<file path="src/rtl/jpeg_quant_pkg.sv">
// Shared JPEG luma quantization constants and types, used by both the forward
// quantizer and y_dequantizer.
package jpeg_quant_pkg;

   typedef logic signed [10:0] coef_t;
   typedef logic [7:0]         qentry_t;

   localparam int COEF_MAX = 1023;
   localparam int COEF_MIN = -1024;

   // Standard JPEG luminance table, row-major.
   localparam qentry_t Y_QUANT_TABLE [0:7][0:7] = '{
      '{8'd16, 8'd11, 8'd10, 8'd16, 8'd24,  8'd40,  8'd51,  8'd61},
      '{8'd12, 8'd12, 8'd14, 8'd19, 8'd26,  8'd58,  8'd60,  8'd55},
      '{8'd14, 8'd13, 8'd16, 8'd24, 8'd40,  8'd57,  8'd69,  8'd56},
      '{8'd14, 8'd17, 8'd22, 8'd29, 8'd51,  8'd87,  8'd80,  8'd62},
      '{8'd18, 8'd22, 8'd37, 8'd56, 8'd68,  8'd109, 8'd103, 8'd77},
      '{8'd24, 8'd35, 8'd55, 8'd64, 8'd81,  8'd104, 8'd113, 8'd92},
      '{8'd49, 8'd64, 8'd78, 8'd87, 8'd103, 8'd121, 8'd120, 8'd101},
      '{8'd72, 8'd92, 8'd95, 8'd98, 8'd112, 8'd100, 8'd103, 8'd99}
   };

endpackage

</file>
<file path="src/rtl/dequant_row.sv">
// Combinational row dequantizer: eight exact products reduced to 11 bits.
// DEQUANT_SAT_EN selects saturation; otherwise products wrap to their low 11 bits.
module dequant_row
   import jpeg_quant_pkg::*;
(
   input  coef_t   q [0:7],
   input  qentry_t t [0:7],
   output coef_t   z [0:7]
);

   localparam logic signed [18:0] PROD_MAX = 19'(COEF_MAX);
   localparam logic signed [18:0] PROD_MIN = 19'(COEF_MIN);

   logic signed [18:0] prod [0:7];

   // NOTE: both operands are widened to 19 bits before multiplying; an 11x9
   // multiply in a self-determined context would otherwise be cut to 11 bits.
   always_comb begin
      for (int c = 0; c < 8; c++) begin
         prod[c] = $signed({{8{q[c][10]}}, q[c]}) * $signed({11'b0, t[c]});
`ifdef DEQUANT_SAT_EN
         if (prod[c] > PROD_MAX)
            z[c] = coef_t'(COEF_MAX);
         else if (prod[c] < PROD_MIN)
            z[c] = coef_t'(COEF_MIN);
         else
            z[c] = prod[c][10:0];
`else
         z[c] = prod[c][10:0];
`endif
      end
   end

endmodule

</file>
<file path="src/rtl/y_dequantizer.sv">
// 8x8 luma dequantizer: latches a block, then rebuilds one Z row per cycle.
// Optional saturation is selected by DEQUANT_SAT_EN inside dequant_row.
module y_dequantizer
   import jpeg_quant_pkg::*;
(
   input  logic  clk,
   input  logic  rst,
   input  logic  enable,
   input  coef_t Q [0:7][0:7],
   output coef_t Z [0:7][0:7],
   output logic  out_enable,
   output logic  busy
);

   typedef enum logic {IDLE, RUN} state_t;

   state_t     state;
   logic [2:0] row;
   coef_t      blk [0:7][0:7];

   coef_t   row_q [0:7];
   qentry_t row_t [0:7];
   coef_t   row_z [0:7];

   always_comb begin
      for (int c = 0; c < 8; c++) begin
         row_q[c] = blk[row][c];
         row_t[c] = Y_QUANT_TABLE[row][c];
      end
   end

   dequant_row u_row (
      .q (row_q),
      .t (row_t),
      .z (row_z)
   );

   // NOTE: the block and Z registers are reset too, because the reset state
   // of Z is observable and an aborted block must leave nothing behind.
   always_ff @(posedge clk) begin
      if (rst) begin
         state      <= IDLE;
         row        <= '0;
         busy       <= 1'b0;
         out_enable <= 1'b0;
         for (int r = 0; r < 8; r++) begin
            for (int c = 0; c < 8; c++) begin
               blk[r][c] <= '0;
               Z[r][c]   <= '0;
            end
         end
      end else begin
         out_enable <= 1'b0;
         case (state)
            IDLE: begin
               if (enable) begin
                  blk   <= Q;
                  row   <= '0;
                  busy  <= 1'b1;
                  state <= RUN;
               end
            end
            RUN: begin
               for (int c = 0; c < 8; c++)
                  Z[row][c] <= row_z[c];
               row <= row + 3'd1;
               if (row == 3'd7) begin
                  state      <= IDLE;
                  busy       <= 1'b0;
                  out_enable <= 1'b1;
               end
            end
            default: state <= IDLE;
         endcase
      end
   end

endmodule

</file>
<file path="config.mk">
export PLATFORM = sky130hd
export DESIGN_NAME = y_dequantizer
export DESIGN_NICKNAME = d
export VERILOG_FILES = /design/src/rtl/jpeg_quant_pkg.sv /design/src/rtl/dequant_row.sv /design/src/rtl/y_dequantizer.sv
export SDC_FILE = /design/constraint.sdc
export NUM_CORES = 2
export LEC_CHECK = 0
export BUFFER_PORTS_ARGS = -buffer_cell sky130_fd_sc_hd__buf_2
export CAP_MARGIN = 20
export CORE_AREA = 5 5 540 542
export DETAILED_ROUTE_END_ITERATION = 16
export DIE_AREA = 0 0 545 547
export SYNTH_ARGS = -nofsm -noshare
export SYNTH_HDL_FRONTEND = slang
export SYNTH_SLANG_ARGS = --single-unit
</file>
<file path="constraint.sdc">
create_clock -name clk -period 7.8 [get_ports clk]
set_clock_uncertainty 0.1 [all_clocks]
set_input_delay 2.34 -clock clk [delete_from_list [all_inputs] [get_ports clk]]
set_output_delay 2.34 -clock clk [all_outputs]
set_load 0.03 [all_outputs]
</file>
======== Yosys cells after proc, flatten, opt, wreduce, memory -nomap -nowiden ========
Memories as Yosys holds them, arrays and structs flattened.
Index checks and enable logic that the tools add are counted.
word-level totals
  logic and storage cells ................. 191
  memory bits (writable) .................. 0
  output and inout bits ................... 706
  flip-flop bits (word level) ............. 1,414
  ROM bits ................................ 512
  bits in latches ......................... 0
  memories kept ........................... 1
memory list
  memory           depth  bits a word  read ports  clocked after Yosys merged registers in  write ports  RTL line             text
  (no name shown)  8      64           1           0                                        0            y_dequantizer.sv:28  row_t[c] = Y_QUANT_TABLE[row][c];
cells by class
  shifts and indexed selects .............. 0
  order comparisons ....................... 2
  add/subtract/negate cells ............... 1
  divide/modulo/power cells ............... 0
  equal/unequal tests ..................... 3
  bitwise gates (word level) .............. 2
  mux-type cells .......................... 38
  multiply operators ...................... 8
  reductions and logical operators ........ 4
operators by type and width
  operator                                                   count
  bitwise mux 704 bit                                        8
  demux 88 bit (select 3 bit)                                8
  binary-select mux 88 bit (select 3 bit)                    1
  two-way mux 88 bit                                         3
  two-way mux 64 bit                                         2
  multiplier 11 x 9 -> 11 bit                                8
  two-way mux 77 bit                                         1
  two-way mux 66 bit                                         1
  two-way mux 55 bit                                         1
  two-way mux 44 bit                                         1
  two-way mux 33 bit                                         1
  two-way mux 22 bit                                         1
  two-way mux 11 bit                                         1
  case mux 3 bit (2 select lines)                            1
  two-way mux 1 bit                                          5
  greater-or-equal comparator 4 bit (second input constant)  1
  < comparator 4 x 1 -> 1 bit (second input constant)        1
  inverter 3 -> 4 bit                                        1
  case mux 1 bit (2 select lines)                            2
  AND reduction 2 bit                                        2
  adder 3 x 1 -> 3 bit (second input constant)               1
  == test 3 bit (second input constant)                      1
  two-way mux 3 bit                                          1
  inequality test 2 x 1 -> 1 bit (second input constant)     1
  4 further kinds                                            4

======== Logic depth before layout (Yosys ltp) ========
  depth after elaboration ................. 13
  depth in mapped cells ................... 30

======== Modules after synthesis ========
From an unflattened synthesis, not the netlist that was laid out.
unflattened totals
  cells, all modules ...................... 8,348
  area total of the unflattened synthesis .. 67,825.0 um^2
modules (own cells, without submodules)
  module         instances  area each (um^2)  cells each
  y_dequantizer  1          55,070.3          6,806
  dequant_row    1          12,754.7          1,542

======== Least setup slack after synthesis ========
No wires, ideal clock.
  path type ............................... flip-flop to flip-flop
  start ................................... register row[2]
  end ..................................... register Z[560] in the netlist's numbering
  slack ................................... 1.142 ns
  arrival time ............................ 6.431 ns
  required time ........................... 7.573 ns
  path buffers ............................ 8
  clock period less this slack ............ 6.658 ns
  stages on the path, launching flop included .. 27
  cell sequence ........................... dfxtp_1 clkinv_1 buf_4 buf_4 buf_2 buf_2 clkbuf_1 clkbuf_1 ha_1 clkbuf_1 nand2b_1 nand2_1 fa_1 inv_1 fa_1 inv_1 fa_1 fa_1 inv_1 ha_1 a21oi_1 o21bai_1 a21oi_1 xnor3_1 buf_2 nand3_1 o211ai_1
on the way
  cells in the longest elaborated chain, start to end .. 13
  elaborated cells on any way between the ends .. 35
  classes of those cells .................. mul: 8; order compare: 2; mux: 22; bitwise: 1; reduce/logical: 1; memory: 1
RTL lines
  what                                                                                                 RTL line                                                       text
  start, declared                                                                                      y_dequantizer.sv:18                                            logic [2:0] row;
  start signal, assigned                                                                               y_dequantizer.sv:66                                            row <= row + 3'd1;
  inverter 3 -> 4 bit (not written as such) (*)                                                        y_dequantizer.sv:27, y_dequantizer.sv:28, y_dequantizer.sv:65
  memory (8 x 64 bit) / binary-select mux 88 bit (select 3 bit) (equally long branches)                n/a
  two-way mux 64 bit (not written as such) / two-way mux 88 bit (equally long branches) (2 in series)  y_dequantizer.sv:28, y_dequantizer.sv:27
  multiplier 11 x 9 -> 11 bit                                                                          dequant_row.sv:20                                              prod[c] = $signed({{8{q[c][10]}}, q[c]}) * $signed({11'b0, t[c]});
  bitwise mux 704 bit (7 in series)                                                                    y_dequantizer.sv:65                                            Z[row][c] <= row_z[c];
  bitwise mux 704 bit (*)                                                                              y_dequantizer.sv:65
  end signal, assigned by index                                                                        y_dequantizer.sv:65
  end, declared                                                                                        y_dequantizer.sv:10                                            output coef_t Z [0:7][0:7],
Every way passes the cells marked *; elsewhere a longest branch is shown, timed or not. The select of a mux whose other input is x is not followed.
A chain may end at the register's enable or synchronous reset.

======== Final worst setup path ========
  start ................................... register row[0]
  end ..................................... register Z[307] in the netlist's numbering
Same word-level chain as after synthesis.

==> impl_metrics.yaml <==
outcome:
  status: "complete, no violations"
yosys:
  ys_top_cells_by_area: "dfxtp_1 (42%), nand2_1 (17%), a21oi_1 (10%)"
  syn_nets: 9183
  synth.avg_cell_area_um2: 8.18
  yosysTopAreaCell: "dfxtp_1"
  synth_top_area_share_pct: 42.5
  synth-simple-area-share_pct: 20.2
  synth_cell_types: 57
  synthAdderAreaFrac_pct: 10.1
  syn_inst: 8075
  synth_compound_area_share_pct: 12.3
  synthFlopType: "dfxtp_1"
  ys_ff_latch: 1402
  synthMuxAreaShare_pct: 6.46
  ys_warn_count: 0
  synth_xor_area_share_pct: 2.01
  synth_top_family_by_area: "simple AND/OR/NAND/NOR gates"
  netlist_area_mm2: 0.0660
  synth-seq-area-share_pct: 42.5
  synthArstFlopShare_pct: 0
  synth-edff-count: 0
floorplan:
  io_pins: 1413
  dieArea_mm2: 0.298
  rows: 197
  start_util_pct: 23.1
  coreArea_mm2: 0.286
  die_width_um: 545
  die_h_um: 547
drt:
  drc: 0
  wl_per_cell_um: 25.0
  ant_nets: 0
  finalWirelength_mm: 329
  drt_iter0_drc: 4941
  viasPerCell: 4.59
  drt-pass1-iter-count: 7
  via_count: 60300
finish:
  final_cells: 13200
  area.growth.synth_to_final_pct: 25.2
  layout-drive-gt1-share_pct: 22.5
  final_nets: 10300
  fin_area_mm2: 0.0827
global_routing:
  grt_max_degree: 221
  grtUsageTotal_pct: 21.0
  grt_pass1_wl_mm: 447
  overflow: 0
  antenna_found_initial: 183
  grt_pass1_vias: 56700
timing:
  period_minus_slack_ns: 6.95
  worstMarginPinSlew_ns: 1.24
  max-slew-margin-rel_pct: 17.1
  fin_setup_tns_ns: 0
  maxSlewViolCount: 0
  rsz0062_at_grt: "no"
  hold_viol: 0
  finalSetupViolCount: 0
  period_share_pct: 89.1
  hold_ws_ns: 0.350
  fmax_mhz: 144
worst_setup_path:
  cp_max_fo: 17
  cp-start-kind: "register"
  critPathLaunch: "row[0]$_SDFFE_PP0P_"
  reg2reg_from: "row[0]$_SDFFE_PP0P_"
  critPathCaptureType: "register"
  worstPathRequired_ns: 8.44
  rr_worst_depth: 23
  worstPathArrival_ns: 7.59
  criticalPathCategory: "register to register"
place:
  dp_cells: 12800
  place_congestion: 0.887
  io_buffers: 1400
  place_area_mm2: 0.0771
  place.detailed.hpwl_mm: 251
power:
  netSwitchingPower_uw: 5930
  p_clk_share_pct: 42.1
  power.leakage_uw: 0.0345
  pwr-share-seq_pct: 39.8
  powerDensity_mw_per_mm2: 230
  ir_drop_uv: 147
  combPwrFrac_pct: 18.1
  p_int_uw: 13100
  p_sw_share_pct: 31.2
worst_hold_path:
  hold_path.class: "register to register"
  min_from: "Z[279]$_SDFFE_PP0P_"
  hold_depth: 2
clock_network:
  cts_buffers: 164
  cts_resized: 0
  postCtsHoldBufs: 0
  clock_path_buffers: 4
  htreeDepth: 4
  cts_tree: "yes"
  clk_pin_slew_worst_paths_ns: 0.07
  clockRootBuffer: "clkbuf_16"
  clock_latency_ns: 0.85
  cts_num_sinks: 1402
  post_cts_buffers: 0
job:
  maxCapViolCount: 0
## logic make-up after synthesis
kind of cell,Yosys count
mux,224
xor+xnor,125
compound gates,1538
buf+inv,990
simple gates,3395
fa+ha+maj,401
flops,1402
## power by group through the flow
stage	Clock, uW	Sequential [uW]	Combinational (uW)
global placement	0	7730	3490
finish	8010	7580	3440
floorplan	0	7760	1610
detailed placement	0	7740	3510
global route	8450	7600	3720
CTS	8190	7580	3520
## final cells by class
type / instances / area [um2]
Clock inverter: 54 / 806
Inverter: 403 / 1520
Fill cell: 31100 / 204000
Antenna cell: 33 / 82.6
Timing Repair Buffer: 1563 / 8520
Sequential cell: 1402 / 28100
Clock buffer: 236 / 4700
Tap cell: 3781 / 4730
Multi-Input combinational cell: 5683 / 34200
## stage by stage
| step | worst slack, ns | power [uW] | util, % |
|---|---|---|---|
| after detailed placement | 0.742 | 11200 | 26.9 |
| after global routing | 0.382 | 19800 | 28.8 |
| after floorplan | 1.14 | 9370 | - |
| after CTS | 0.720 | 19300 | 28.8 |
| after global placement | 0.773 | 11200 | 26.9 |
| final | 0.850 | 19000 | 28.9 |
## per-layer routing
metal	vias up	GRT usage (%)	share of wire (%)
li1	28400	-	-
met1	28700	27.3	42
met2	2508	34.6	46
met3	646	4.53	7.8
met4	86	6.94	4.2
met5	-	0	0.18
## cell usage after synthesis, types with 13 or more instances
library cell  count
nand2_1        2916
dfxtp_1        1402
a21oi_1        1352
clkbuf_1        429
inv_1           400
fa_1            224
nor2_1          223
ha_1            177
mux4_2          148
xnor2_1          94
a211oi_1         75
buf_2            68
mux2i_1          51
buf_4            48
nand2b_1         43
and2_1           40
nand3_1          37
or2_2            34
nand3b_1         32
nor2b_1          32
o211ai_1         27
buf_1            19
nor3_1           18
o21ai_0          17
buf_6            16
a21o_1           15
mux2_2           15
o21bai_1         13
## worst max-delay path, stage by stage (launching register included)
cell      delay (ns)
dfxtp_4         0.63
ha_1            0.22
buf_4           0.21
clkinv_1        0.50
o21ai_1         0.79
nand2_1         0.18
fa_1            0.57
inv_1           0.04
ha_1            0.27
ha_1            0.27
inv_1           0.04
fa_1            0.47
inv_1           0.04
ha_1            0.20
fa_1            0.48
a21o_1          0.18
a21oi_1         0.28
o21bai_1        0.09
a21oi_1         0.20
xnor2_1         0.26
xor2_4          0.16
buf_4           0.30
nor2_1          0.07
nor3_1          0.19
## registers in the layout, summed over array words and instances (netlist names)
| signal | flops |
|---|---|
| row | 3 |
| out_enable | 1 |
| state | 1 |
| busy | 1 |
| blk | 692 |
| Z | 704 |
## cells in the final DEF (no fill, tap or decap), drive strengths merged, types with 22 or more instances in the layout
cell    count
xnor2     103
mux4      157
nor2      223
or2        34
dfxtp    1402
nand2    2916
nand3      37
inv       412
nor2b      33
nand2b     43
mux2i      51
and2       40
a21oi    1355
ha        177
a211oi     76
diode      33
fa        224
nand3b     32
o21ai      22
clkinv     28
clkbuf    236
o211ai     27
buf      1563
## path summary, 6_finish.rpt
check / endpoint / slack (ns)
hold reg to reg: Z[279]$_SDFFE_PP0P_ / 0.35
hold / removal: Z[279]$_SDFFE_PP0P_ / 0.35
setup / recovery: Z[307]$_SDFFE_PP0P_ / 0.85
setup reg to reg: Z[307]$_SDFFE_PP0P_ / 0.85
Power figures use the tool's default switching activity.
